[src/rtl/learn_ctrl_pkg.sv]
// learn_ctrl_pkg: state encoding, LFSR constants and helpers shared by the
// competitive-learning sequencer and its spike arbiter.
package learn_ctrl_pkg;

  // Sequencer states; the unused encoding recovers to ST_IDLE.
  typedef enum logic [2:0] {
    ST_IDLE      = 3'd0,
    ST_RANDOMIZE = 3'd1,
    ST_WAIT_PAT  = 3'd2,
    ST_PRESENT   = 3'd3,
    ST_HOLD      = 3'd4,
    ST_RELEASE   = 3'd5,
    ST_DONE      = 3'd6
  } state_e;

  // x^16+x^14+x^13+x^11+1 in right-shift Fibonacci form (bits 0,2,3,5).
  localparam logic [15:0] LFSR_TAPS         = 16'h002D;
  localparam logic [15:0] LFSR_DEFAULT_SEED = 16'hACE1;

  // Cycles spent in RELEASE with learn/pre/post dropped.
  localparam int unsigned RELEASE_CYC = 2;

  // One Fibonacci LFSR step: feedback enters at the top, shift right.
  function automatic logic [15:0] lfsr_next(input logic [15:0] cur);
    return {^(cur & LFSR_TAPS), cur[15:1]};
  endfunction

endpackage

[src/rtl/learn_ctrl_rr_arbiter.sv]
// rr_arbiter: picks one eligible neuron from a spike vector.
// LEARN_CTRL_RR_EN defined: round-robin from one past the last winner.
// LEARN_CTRL_RR_EN undefined: fixed priority, lowest eligible index wins.
module rr_arbiter
  import learn_ctrl_pkg::*;
#(
  parameter int unsigned N = 4,
  localparam int unsigned IDX_W = $clog2(N)
) (
`ifdef LEARN_CTRL_RR_EN
  input  logic             clk,
  input  logic             rst_n,
  input  logic             advance,
`endif
  input  logic [N-1:0]     req,
  input  logic [N-1:0]     mask,
  output logic [N-1:0]     grant_c,
  output logic [IDX_W-1:0] idx_c
);

  logic [N-1:0]     elig;
  logic             lo_hit;
  logic [IDX_W-1:0] lo_idx;

  // Committed neurons never compete.
  always_comb elig = req & ~mask;

  // Lowest eligible index over the whole vector.
  always_comb begin
    lo_hit = 1'b0;
    lo_idx = '0;
    for (int i = int'(N) - 1; i >= 0; i--) begin
      if (elig[i]) begin
        lo_hit = 1'b1;
        lo_idx = IDX_W'(i);
      end
    end
  end

`ifdef LEARN_CTRL_RR_EN
  logic [IDX_W-1:0] ptr;
  logic             hi_hit;
  logic [IDX_W-1:0] hi_idx;

  // Pointer moves to one past the winner, wrapping at N.
  always_ff @(posedge clk or negedge rst_n) begin
    if (!rst_n) begin
      ptr <= '0;
    end else if (advance) begin
      ptr <= (idx_c == IDX_W'(N - 1)) ? '0 : idx_c + IDX_W'(1);
    end
  end

  // Lowest eligible index at or above the pointer; else wrap to lowest overall.
  always_comb begin
    hi_hit = 1'b0;
    hi_idx = '0;
    for (int i = int'(N) - 1; i >= 0; i--) begin
      if (elig[i] && (IDX_W'(i) >= ptr)) begin
        hi_hit = 1'b1;
        hi_idx = IDX_W'(i);
      end
    end
    idx_c   = hi_hit ? hi_idx : lo_idx;
    grant_c = lo_hit ? (N'(1) << idx_c) : '0;
  end
`else
  // Fixed priority grant.
  always_comb begin
    idx_c   = lo_idx;
    grant_c = lo_hit ? (N'(1) << lo_idx) : '0;
  end
`endif

endmodule

[src/rtl/learn_ctrl.sv]
// learn_ctrl: randomizes synapse weights, presents training patterns with
// learn high, arbitrates the first eligible output spike into one winner and
// holds its post line so the winner's synapses can commit.
// Optional build macro: LEARN_CTRL_RR_EN (round-robin spike arbitration).
module learn_ctrl
  import learn_ctrl_pkg::*;
#(
  parameter int unsigned N_PRE       = 8,
  parameter int unsigned N_POST      = 4,
  parameter int unsigned RAND_CYC    = 32,
  parameter int unsigned PRESENT_CYC = 64,
  parameter int unsigned POST_HOLD   = 4,
  parameter logic [15:0] LFSR_SEED   = 16'hACE1
) (
  input  logic                      clk,
  input  logic                      rst_n,
  input  logic                      start,
  input  logic                      pat_valid,
  input  logic [N_PRE-1:0]          pat_data,
  output logic                      pat_ready,
  input  logic [N_POST-1:0]         post_spk,
  output logic                      learn,
  output logic [N_PRE-1:0]          pre,
  output logic                      random_weight,
  output logic [N_POST-1:0]         post_out,
  output logic [$clog2(N_POST)-1:0] winner,
  output logic                      winner_valid,
  output logic                      timeout,
  output logic                      busy,
  output logic                      full
);

  localparam int unsigned IDX_W   = $clog2(N_POST);
  localparam logic [15:0] SEED    = (LFSR_SEED == 16'h0000) ? LFSR_DEFAULT_SEED : LFSR_SEED;
  localparam int unsigned MAX_A   = (RAND_CYC > PRESENT_CYC) ? RAND_CYC : PRESENT_CYC;
  localparam int unsigned MAX_B   = (MAX_A > POST_HOLD) ? MAX_A : POST_HOLD;
  localparam int unsigned CNT_MAX = (MAX_B > RELEASE_CYC) ? MAX_B : RELEASE_CYC;
  localparam int unsigned CNT_W   = $clog2(CNT_MAX + 1);

  state_e            state;
  logic [CNT_W-1:0]  cnt;
  logic [15:0]       lfsr;
  logic [15:0]       lfsr_nxt_c;
  logic [N_POST-1:0] spk_q;
  logic [N_POST-1:0] mask;
  logic              has_win;
  logic [N_POST-1:0] grant_c;
  logic [IDX_W-1:0]  idx_c;
  logic              hit_c;

  // Raw spikes are registered once before arbitration.
  always_ff @(posedge clk or negedge rst_n) begin
    if (!rst_n) spk_q <= '0;
    else        spk_q <= post_spk;
  end

  // Next LFSR value, used only while randomizing.
  always_comb lfsr_nxt_c = lfsr_next(lfsr);

  // Any eligible spike this cycle.
  always_comb hit_c = |grant_c;

`ifdef LEARN_CTRL_RR_EN
  logic arb_adv_c;

  // Round-robin pointer follows each accepted winner.
  always_comb arb_adv_c = (state == ST_PRESENT) && hit_c;
`endif

  rr_arbiter #(.N(N_POST)) u_arb (
`ifdef LEARN_CTRL_RR_EN
    .clk     (clk),
    .rst_n   (rst_n),
    .advance (arb_adv_c),
`endif
    .req     (spk_q),
    .mask    (mask),
    .grant_c (grant_c),
    .idx_c   (idx_c)
  );

  // Sequencer FSM with registered outputs.
  always_ff @(posedge clk or negedge rst_n) begin
    if (!rst_n) begin
      state         <= ST_IDLE;
      cnt           <= '0;
      lfsr          <= SEED;
      mask          <= '0;
      has_win       <= 1'b0;
      pat_ready     <= 1'b0;
      learn         <= 1'b0;
      pre           <= '0;
      random_weight <= 1'b0;
      post_out      <= '0;
      winner        <= '0;
      winner_valid  <= 1'b0;
      timeout       <= 1'b0;
      busy          <= 1'b0;
      full          <= 1'b0;
    end else begin
      winner_valid <= 1'b0;
      timeout      <= 1'b0;
      case (state)
        ST_IDLE, ST_DONE: begin
          if (start) begin
            state         <= ST_RANDOMIZE;
            cnt           <= '0;
            mask          <= '0;
            busy          <= 1'b1;
            full          <= 1'b0;
            random_weight <= lfsr[0];
          end
        end
        ST_RANDOMIZE: begin
          lfsr <= lfsr_nxt_c;
          if (cnt == CNT_W'(RAND_CYC - 1)) begin
            state         <= ST_WAIT_PAT;
            cnt           <= '0;
            random_weight <= 1'b0;
          end else begin
            cnt           <= cnt + CNT_W'(1);
            random_weight <= lfsr_nxt_c[0];
          end
        end
        ST_WAIT_PAT: begin
          if (&mask) begin
            state     <= ST_DONE;
            full      <= 1'b1;
            busy      <= 1'b0;
            pat_ready <= 1'b0;
          end else if (pat_valid && pat_ready) begin
            state     <= ST_PRESENT;
            pat_ready <= 1'b0;
            pre       <= pat_data;
            learn     <= 1'b1;
            cnt       <= '0;
            has_win   <= 1'b0;
          end else begin
            pat_ready <= 1'b1;
          end
        end
        ST_PRESENT: begin
          // A spike on the expiry cycle still wins.
          if (hit_c) begin
            state   <= ST_HOLD;
            winner  <= idx_c;
            has_win <= 1'b1;
            cnt     <= '0;
          end else if (cnt == CNT_W'(PRESENT_CYC - 1)) begin
            state   <= ST_RELEASE;
            timeout <= 1'b1;
            cnt     <= '0;
          end else begin
            cnt <= cnt + CNT_W'(1);
          end
        end
        ST_HOLD: begin
          post_out <= N_POST'(1) << winner;
          if (cnt == CNT_W'(POST_HOLD - 1)) begin
            state <= ST_RELEASE;
            cnt   <= '0;
          end else begin
            cnt <= cnt + CNT_W'(1);
          end
        end
        ST_RELEASE: begin
          if (cnt == '0) begin
            learn    <= 1'b0;
            pre      <= '0;
            post_out <= '0;
            if (has_win) begin
              mask         <= mask | (N_POST'(1) << winner);
              winner_valid <= 1'b1;
              has_win      <= 1'b0;
            end
          end
          if (cnt == CNT_W'(RELEASE_CYC - 1)) begin
            state <= ST_WAIT_PAT;
            cnt   <= '0;
          end else begin
            cnt <= cnt + CNT_W'(1);
          end
        end
        default: begin
          state         <= ST_IDLE;
          cnt           <= '0;
          has_win       <= 1'b0;
          pat_ready     <= 1'b0;
          learn         <= 1'b0;
          pre           <= '0;
          random_weight <= 1'b0;
          post_out      <= '0;
          busy          <= 1'b0;
        end
      endcase
    end
  end

endmodule
[config.mk]
export PLATFORM = sky130hd
export DESIGN_NAME = learn_ctrl
export DESIGN_NICKNAME = d
export VERILOG_FILES = /design/src/rtl/learn_ctrl_pkg.sv /design/src/rtl/learn_ctrl_rr_arbiter.sv /design/src/rtl/learn_ctrl.sv
export SDC_FILE = /design/constraint.sdc
export NUM_CORES = 1
export LEC_CHECK = 0
export ABC_AREA = 1
export CORE_MARGIN = 2
export CORE_UTILIZATION = 23
export DETAILED_ROUTE_END_ITERATION = 8
export GPL_TIMING_DRIVEN = 0
export PLACE_DENSITY = 0.51
export REMOVE_ABC_BUFFERS = 1
export SETUP_SLACK_MARGIN = 0.02
export SLEW_MARGIN = 0
export SYNTH_ARGS = -nofsm -noshare
export SYNTH_HDL_FRONTEND = slang
export SYNTH_SLANG_ARGS = --single-unit
[constraint.sdc]
create_clock -name clk -period 1.8 [get_ports clk]
set_clock_uncertainty 0.05 [all_clocks]
set_input_delay 0.54 -clock clk [delete_from_list [all_inputs] [get_ports clk]]
set_output_delay 0.54 -clock clk [all_outputs]
set_load 0.05 [all_outputs]
Word level (Yosys, flattened, before mapping)
Cells that the tools add are included.

word-level totals
  bits in registers = 56
  latch bits = 0
  memory bits (writable) = 0
  bits in read-only memories = 0
  input bits = 16
  logic and storage cells = 137
  memories = 0

operators by class
  add/sub/neg operators = 1
  $mul = 0
  div/mod/pow operators = 0
  order comparisons = 0
  eq/ne operators = 22
  shift operators = 2
  muxes and demuxes = 63
  bitwise gates (word level) = 8
  reduce and logical (&&, ||, !) cells = 25

operators with widths
  kind                                                  count
  2-to-1 mux 7 bit                                      8
  one-hot mux 7 bit (6 select lines)                    1
  2-to-1 mux 1 bit                                      24
  2-to-1 mux 3 bit                                      8
  2-to-1 mux 8 bit                                      3
  one-hot mux 8 bit (3 select lines)                    1
  2-to-1 mux 4 bit                                      5
  != test 2 bit (second input constant)                 10
  one-hot mux 3 bit (6 select lines)                    1
  OR reduction 4 bit                                    4
  XOR reduction 16 bit                                  1
  one-hot mux 4 bit (3 select lines)                    1
  AND reduction 4 bit                                   3
  OR reduction 5 bit                                    2
  equality test 3 bit (second input constant)           3
  one-hot mux 1 bit (3 select lines)                    3
  AND reduction 3 bit                                   3
  2-to-1 mux 2 bit                                      4
  one-hot mux 4 bit (2 select lines)                    1
  left shift 1 x 2 -> 4 bit (first input constant)      2
  adder 7 x 1 -> 7 bit (second input constant)          1
  equality test 7 x 1 -> 1 bit (second input constant)  1
  equality test 7 x 2 -> 1 bit (second input constant)  1
  equality test 7 x 5 -> 1 bit (second input constant)  1
  other kinds (19)                                      29

Logic depth before layout (Yosys ltp)
Gate-level depths: netlist (run 1).

  depth after elaboration = 11
  gate-level depth with buffers = 11
  gate-level depth less buffers = 10

Cells and area by module
From an unflattened synthesis (run 1), not the netlist that was laid out.

unflattened totals
  cells, all modules = 381
  area, all modules = 2974.1 µm²

by module, submodules not included
  module      times used  cells an instance  area each (µm²)  seq. area each (µm²)
  learn_ctrl  1           359                2864.0           1411.4
  rr_arbiter  1           22                 110.1            0.0

Worst setup path after synthesis (run 1)
OpenSTA, ideal clock, no wires.

  path kind = flip-flop to flip-flop
  start = register cnt[0]
  end = register state[1]
  setup time = 0.116 ns
  data arrival time = 1.316 ns
  slack = 0.318 ns
  cell stages (with the launch flop) = 11
  path buffers = 0
  period minus slack after synthesis = 1.482 ns
  cell sequence = dfrtp_1 > ha_1 > nand2_1 > nor2_1 > nand2_1 > nand2_1 > nand2_1 > nor2_1 > nand2_1 > nand2_1 > nand2_1

on the way
  cells in the longest elaborated chain, start to end = 3
  elaborated cells between the ends (all ways) = 9
  those cells by class = 8 x eq/ne; 1 x reduce/logical

ends and longest elaborated chain
  what                                                             line               source
  start, declared                                                  learn_ctrl.sv:41   logic [CNT_W-1:0] cnt;
  start signal, assigned                                           learn_ctrl.sv:121  cnt <= cnt + CNT_W'(1);
  start signal, assigned                                           learn_ctrl.sv:154  cnt <= cnt + CNT_W'(1);
  start signal, assigned                                           learn_ctrl.sv:163  cnt <= cnt + CNT_W'(1);
  equality test 7 x 6 -> 1 bit, or another cell as far along       learn_ctrl.sv:149  end else if (cnt == CNT_W'(PRESENT_CYC - 1)) begin
  != test 3 bit (no line) / != test 2 bit (equally long branches)  -
  AND reduction 6 bit (no line) (*)                                -
  end signal, assigned                                             learn_ctrl.sv:145  state <= ST_HOLD;
  end signal, assigned                                             learn_ctrl.sv:150  state <= ST_RELEASE;
  end signal, assigned                                             learn_ctrl.sv:160  state <= ST_RELEASE;
  end, declared                                                    learn_ctrl.sv:40   state_e state;

Mark *: on every way between the ends. The rest lies on a longest branch, timed or not.
A chain may end at the register's enable or synchronous reset.

Worst setup path after layout (run 1)
  start = register post_out[0]
  end = output post_out[0]

RTL lines
  what                    line               source
  start, declared         learn_ctrl.sv:25   output logic [N_POST-1:0] post_out,
  start signal, assigned  learn_ctrl.sv:158  post_out <= N_POST'(1) << winner;

No word-level cell between the ends.

==> results of run 1 <==
-- placed cells by master (no fill, tap or decap), types with 2 or more instances in the layout --
master           count
a21oi_1              5
buf_2                2
buf_4                2
clkbuf_16            5
clkdlybuf4s15_1     14
clkdlybuf4s15_2      2
clkdlybuf4s50_1     14
dfrtp_1             44
dfrtp_2              4
dfstp_2              8
dlygate4sd2_1        3
ha_1                 3
inv_1               44
inv_2                7
inv_4                3
inv_6                2
nand2_1            103
nand2_2              5
nand3_1             28
nand3_2              7
nand3b_1             7
nand4_1              6
nor2_1              22
nor2_2               6
o21ai_0             48
o21ai_1              6
xor2_1               2
-- synthesized netlist by cell type (2+ instances only) --
cell type  number
inv_1          44
dfrtp_1        48
inv_2          11
nand3_2         4
dfstp_2         8
a21oi_1         5
buf_2           3
xor2_1          2
ha_1            4
nand2_1       105
nand4_1         6
nand3_1        31
o21ai_0        49
o21ai_1         5
nor2_1         27
nand2_2         3
nand3b_1        7
-- routing by layer --
| metal | vias to the layer above | track usage | wire length, microns |
|---|---|---|---|
| li1 | 1278 | - | - |
| met1 | 1186 | 0.134 | 3250 |
| met3 | 5 | 0.0216 | 223 |
| met2 | 33 | 0.185 | 3430 |
| met5 | - | 0 | 0 |
| met4 | 0 | 0.0251 | 52 |
-- through the flow --
stage / setup TNS, ps / cells / power (mW) / setup WS (ps) / hold slack [ps]
after global placement: -93330 / 577 / 4.22 / -1710 / 419
after floorplan: 0 / 369 / 3.44 / 313 / 194
after CTS: 0 / 587 / 5.23 / 20.6 / 205
final: 0 / 588 / 5.28 / 40.5 / 185
after global routing: -105 / 588 / 5.68 / -38.0 / 227
after detailed placement: -2750 / 578 / 4.25 / -161 / 425
-- cell type report --
class                   count  area (sq um)
fillers                  1382          8800
flip-flops and latches     56          1420
multi-input cells         258          1330
repair buffers             39           379
inverters                  55           219
well taps                 172           215
clock buffers               6           139
clock inverters             2          13.8
-- state kept, by name (all words and copies together) (netlist names), 2 cells and up --
register and count:
winner 2, cnt 7, pre 8, post_out 4, mask 4, lfsr 16, spk_q 4, state 3
-- worst paths after layout --
check / start / end / slack, ps / cells past startpoint
max: post_out[0] / post_out[0] / 40 / 1
min: rst_n / post_out[2] / 190 / 1
max reg2reg: cnt[5] / pre[0] / 140 / 6
min reg2reg: lfsr[8] / lfsr[8] / 440 / 2
max in group asynchronous: rst_n / lfsr[0] / 870 / 2
min in group clk: lfsr[8] / lfsr[8] / 440 / 2
-- cell families after synthesis --
kind of cell,count (synthesis)
XOR/XNOR,3
AO/OA/AOI/OAI,61
flip-flops,56
AND/OR/NAND/NOR,190
buffers and inverters,61
adder cells (fa/ha/maj),4
-- what timing repair did --
item                                   4_1_cts  5_1_grt
hold buffers                                 0        0
buffers inserted                             1        1
gates resized for setup                     32       38
setup endpoints to repair                   32       43
endpoints found under the hold margin        0        0
-- power by group --
part	total (mW)	internal, mW	switching, mW	leakage (nW)
clock network	1.02	0.558	0.458	0.0772
registers	1.72	1.49	0.224	0.721
logic	2.55	0.718	1.83	0.951
total	5.28	2.77	2.52	1.75
==> flow_metrics.py, run 1 <==
metrics = {
    "routing": {
        "dr.first_iter.drc_count": 99,
        "vias_per_cell": 4.26,
        "vias": 2502,
        "final_antenna_net_count": 0,
        "route.detailed.drc": 0,
        "routedWlPerCell_microns": 11.8,
        "routed_wl_mm": 6.95,
        "first_pass_iters": 4,
    },
    "die": {
        "coreArea_sq_um": 12500,
        "die_w_microns": 117,
        "ioPinCount": 37,
        "fp.dieH_microns": 117,
        "start_util": 0.234,
        "die_area_sq_um": 13600,
        "rows": 41,
    },
    "synthesis": {
        "syn_area_sq_um": 2930,
        "synth_top_area_frac": 0.410,
        "muxShareOfSynthArea": 0,
        "synth_xor_area_frac": 0.00897,
        "yosys_warnings": 0,
        "synthArstFlopShare": 1.00,
        "yosys.area_share.simple": 0.300,
        "ys_types": 30,
        "synth_compound_area_frac": 0.109,
        "synthTopCellsByArea": "dfrtp_1, nand2_1, o21ai_0",
        "synthFlopType": "dfrtp_1",
        "synth_edf_count": 0,
        "synthAdderAreaFrac": 0.0171,
        "syn_avg_cell_area_sq_um": 7.81,
        "syn_inst": 375,
        "ys_seq_area_frac": 0.482,
        "ys_ff_latch": 56,
        "synth_area_leader_cell": "dfrtp_1",
        "synth_top_family_by_area": "simple AND/OR/NAND/NOR gates",
    },
    "place": {
        "place_hpwl_mm": 5.15,
        "port_buffers": 36,
        "dpl_cell_area_sq_um": 3480,
        "place.gp.congestion": 0.851,
    },
    "worst_setup_path": {
        "crit_arrival_ps": 1170,
        "path_max_fanout": 2,
        "path_cells": "dlygate4sd2_1",
        "crit_path_start_kind": "register",
        "crit_type": "register to primary output",
        "worst-path-buf-inv": 1,
        "cp-end-kind": "primary output",
        "critPathTopFamily": "buffers and inverters",
        "slowest_delay_ps": 530,
        "crit_required_ps": 1210,
        "slowest_stage": "dlygate4sd2_1",
    },
    "power_and_ir_drop": {
        "powerDensity_nw_per_um2": 1420,
        "vdd_drop_max_uv": 515,
        "p_leak_nw": 1.75,
    },
    "clocking": {
        "cts_tree": "yes",
        "cts_max_level": 2,
        "path_clk_slew_ps": 70,
        "numClockSinks": 56,
        "clk_path_buf_depth": 2,
        "cts_buffers": 5,
        "clockRootBuffer": "clkbuf_16",
        "clkLatencyLatePin_ps": 290,
    },
    "final_layout": {
        "drive_above_1_share": 0.156,
        "final_util": 0.297,
        "diodes": 0,
        "final_cell_area_sq_um": 3710,
        "nNetsFinal": 435,
        "area_delta_synth_final_pct": 26.9,
    },
    "sta": {
        "worstMarginPinSlew_ps": 567,
        "slew_headroom": 0.622,
        "fmax_mhz": 568,
        "min_period_ps": 1760,
        "rsz0062_at_grt": "true",
        "setup_viol": 0,
        "hold_viol_final": 0,
        "slew_violations": 0,
        "period_share": 0.978,
    },
    "outcome": {
        "status": "finished, final reports clean",
    },
    "global_route": {
        "overflow": 0,
        "grt_max_degree": 35,
        "grt_pass1_vias": 2448,
        "gr-usage-all-layers": 0.106,
        "grt_pass1_wl_mm": 11.5,
        "antenna_found_initial": 0,
    },
    "run": {
        "max_cap_violations": 0,
    },
    "worst_hold_path": {
        "hold_class": "primary input to async pin",
    },
}
No activity file was read; power rests on OpenSTA's default activity.
==> run 2, diff against run 1 <==
--- a/config.mk
+++ b/config.mk
@@ -5,7 +5,7 @@
 export SDC_FILE = /design/constraint.sdc
 export NUM_CORES = 1
 export LEC_CHECK = 0
-export ABC_AREA = 1
+export ABC_AREA = 0
 export CORE_MARGIN = 2
 export CORE_UTILIZATION = 23
 export DETAILED_ROUTE_END_ITERATION = 8
==> run 2 against run 1 <==
  * Highest routed layer unchanged
  * Critical endpoint is now cnt[2]
  * Cell area increased by 2.9%
  * The run now ends with negative setup slack left
  * Count of clock-buffer cells in the layout unchanged
  * Wire length decreased by 0.78%
  * Combinational power rose by 24%
  * Fmax down 14%
==> flow_metrics.py, run 2 <==
metrics = {
    "outcome": {
        "status": "finished, violations left",
        "failed_checks": "negative setup slack",
    },
    "worst_setup_path": {
        "slowest_delay_ps": 530,
        "crit_required_ps": 1930,
        "crit_arrival_ps": 2190,
        "crit_path_start_kind": "primary input",
        "cpMostUsedCell": "nand2_2",
        "reg2reg_to": "cnt[2]",
        "crit_type": "primary input to register",
        "r2r_setup_slack_ps": -230,
        "slowest_stage": "clkdlybuf4s50_1",
        "path_cells": "clkdlybuf4s50_1 -> nand2_2 -> o21ai_2 -> nand2_2 -> or3_1 -> a32o_1",
        "crit_start": "pat_valid",
        "timing.rr.start": "cnt[4]",
        "ff2ff_path_depth": 5,
        "path_max_fanout": 5,
        "cp-end-kind": "register",
    },
    "sta": {
        "period_share": 1.14,
        "holdWs_ps": 173,
        "slew_violations": 0,
        "finalWorstSetupSlack_ps": -258,
        "min_period_ps": 2060,
        "hold_viol_final": 0,
        "rsz0062_at_grt": "true",
        "worstMarginPinSlew_ps": 681,
        "slew_headroom": 0.542,
        "fmax_mhz": 486,
        "setup_viol": 28,
    },
    "synthesis": {
        "synth_area_leader_cell": "dfrtp_1",
        "syn_area_sq_um": 2640,
        "ys_ff_latch": 56,
        "syn_inst": 242,
        "ys_seq_area_frac": 0.534,
        "syn_avg_cell_area_sq_um": 10.9,
        "synth_edf_count": 0,
        "synthTopCellsByArea": "dfrtp_1, dfstp_2, mux2_2",
        "ys_types": 49,
        "synth_top_area_frac": 0.455,
        "yosys_warnings": 0,
        "synth_common_cells": "dfrtp_1, a21oi_1, nor2_1",
        "yosysMostFrequentCell": "dfrtp_1",
        "synthFlopType": "dfrtp_1",
        "synthArstFlopShare": 1.00,
    },
    "global_route": {
        "gr-usage-all-layers": 0.112,
        "use_met2": 0.185,
        "grt_pass1_wl_mm": 11.5,
        "busiest_layer": "met2",
        "use_met3": 0.0252,
        "grt_max_degree": 36,
        "antenna_found_initial": 0,
        "grt_pass1_vias": 2218,
        "overflow": 0,
        "use_met1": 0.151,
    },
    "place": {
        "pre_cts_ws_ps": -790,
        "dp_cells": 415,
        "dpl_cell_area_sq_um": 3170,
        "place_hpwl_mm": 4.45,
        "place.gp.congestion": 0.823,
        "port_buffers": 36,
    },
    "die": {
        "fp.dieH_microns": 111,
        "ioPinCount": 37,
        "coreArea_sq_um": 11300,
        "rows": 39,
        "start_util": 0.233,
        "die_w_microns": 111,
        "die_area_sq_um": 12400,
    },
    "clocking": {
        "path_clk_slew_ps": 70,
        "numClockSinks": 56,
        "clockRootBuffer": "clkbuf_16",
        "cts_tree": "yes",
        "cts_max_level": 2,
        "clkLatencyLatePin_ps": 300,
        "cts_buffers": 5,
        "clk_path_buf_depth": 2,
    },
    "power_and_ir_drop": {
        "swShare": 0.423,
        "p_leak_nw": 1.58,
        "power_switching_mw": 2.69,
        "clock_power_share": 0.177,
        "p_comb_frac": 0.496,
        "powerDensity_nw_per_um2": 1670,
        "seqPwrFrac": 0.328,
        "vdd_drop_max_uv": 627,
        "p_int_mw": 3.68,
    },
    "final_layout": {
        "nNetsFinal": 329,
        "diodes": 0,
        "reg_top3": "lfsr (16), pre (8), cnt (7)",
        "final_util": 0.338,
        "stdcell_count": 453,
        "top_register": "lfsr",
        "final_common_cell": "dfrtp_1",
        "final_cell_mix": "dfrtp_1, buf_4, mux2_2",
        "largest_reg_flops": 16,
        "final_cell_area_sq_um": 3820,
        "drive_above_1_share": 0.413,
        "area_delta_synth_final_pct": 44.6,
    },
    "routing": {
        "final_antenna_net_count": 0,
        "vias": 2200,
        "routedWlPerCell_microns": 15.2,
        "dr.first_iter.drc_count": 110,
        "first_pass_iters": 4,
        "vias_per_cell": 4.86,
        "routed_wl_mm": 6.89,
        "route.detailed.drc": 0,
    },
    "worst_hold_path": {
        "hold_class": "primary input to async pin",
    },
    "run": {
        "max_cap_violations": 0,
    },
}
==> run 2: cell types whose count changed after synthesis, sizes merged, moves of 12 or more <==
| cell | before | now |
|---|---|---|
| nand2 | 109 | 14 |
| nand3 | 35 | 7 |
| a22o | 0 | 12 |
| mux2 | 0 | 15 |
| inv | 55 | 12 |
| nor2 | 29 | 16 |
| o21ai | 54 | 11 |
==> run 2: cells by family (layout without fill, tap and decap cells) <==
kind of cell	count (synthesis)	count (layout)	share of synthesized area
AO/OA/AOI/OAI	67	67	0.186
XOR/XNOR	3	3	0.00994
adder cells (fa/ha/maj)	4	4	0.0189
buffers and inverters	19	87	0.0279
flip-flops	56	56	0.534
multiplexers	15	15	0.0639
AND/OR/NAND/NOR	78	78	0.160
==> run 2: worst max path at each step <==
stage | end | slack (ps) | cells after the start
after global routing | cnt[2] | -300 | 7
after global placement | pre[4] | -1680 | 1
after floorplan | cnt[2] | -260 | 5
final | cnt[2] | -260 | 6
after CTS | cnt[3] | -280 | 5
after detailed placement | state[0] | -790 | 5
==> run 2: per-layer routing <==
layer,vias up,share of wire
met5,-,0
met4,0,0.014
met3,11,0.039
met2,54,0.49
met1,1097,0.46
li1,1038,-
==> run 2: timing repair <==
item                                    4_1_cts  5_1_grt
gates resized for setup                      81       50
pin swaps                                    21       13
setup buffers                                20       11
endpoints found under the setup margin       70       55
hold buffers                                  0        0
==> run 2: metrics by stage <==
stage,power (mW),setup TNS [ps]
2_1_floorplan,3.85,-4840
3_3_place_gp,4.66,-114820
3_5_place_dp,4.68,-26730
4_1_cts,6.11,-4830
5_1_grt,6.77,-6230
6_report,6.37,-4490
==> run 2: critical path, delay by kind of cell <==
| family | cells | cell delay [ps] |
|---|---|---|
| AND/OR/NAND/NOR | 3 | 680 |
| AO/OA/AOI/OAI | 2 | 440 |
| buffers and inverters | 1 | 530 |
==> run 2: power by group through the flow <==
stage | Clock (mW) | Sequential, mW | Combinational [mW]
3_3_place_gp | 0 | 2.13 | 2.52
5_1_grt | 1.21 | 2.16 | 3.40
2_1_floorplan | 0 | 2.61 | 1.24
6_report | 1.13 | 2.09 | 3.16
4_1_cts | 1.15 | 2.09 | 2.88
3_5_place_dp | 0 | 2.14 | 2.55
==> run 2: cell type report <==
cell class / instances / area, sq um
fill: 1175 / 7500
sequential: 56 / 1430
multi-input combinational: 167 / 1420
timing repair buffer: 67 / 584
tap: 143 / 179
clock buffer: 6 / 129
inverter: 12 / 45.0
clock inverter: 2 / 38.8
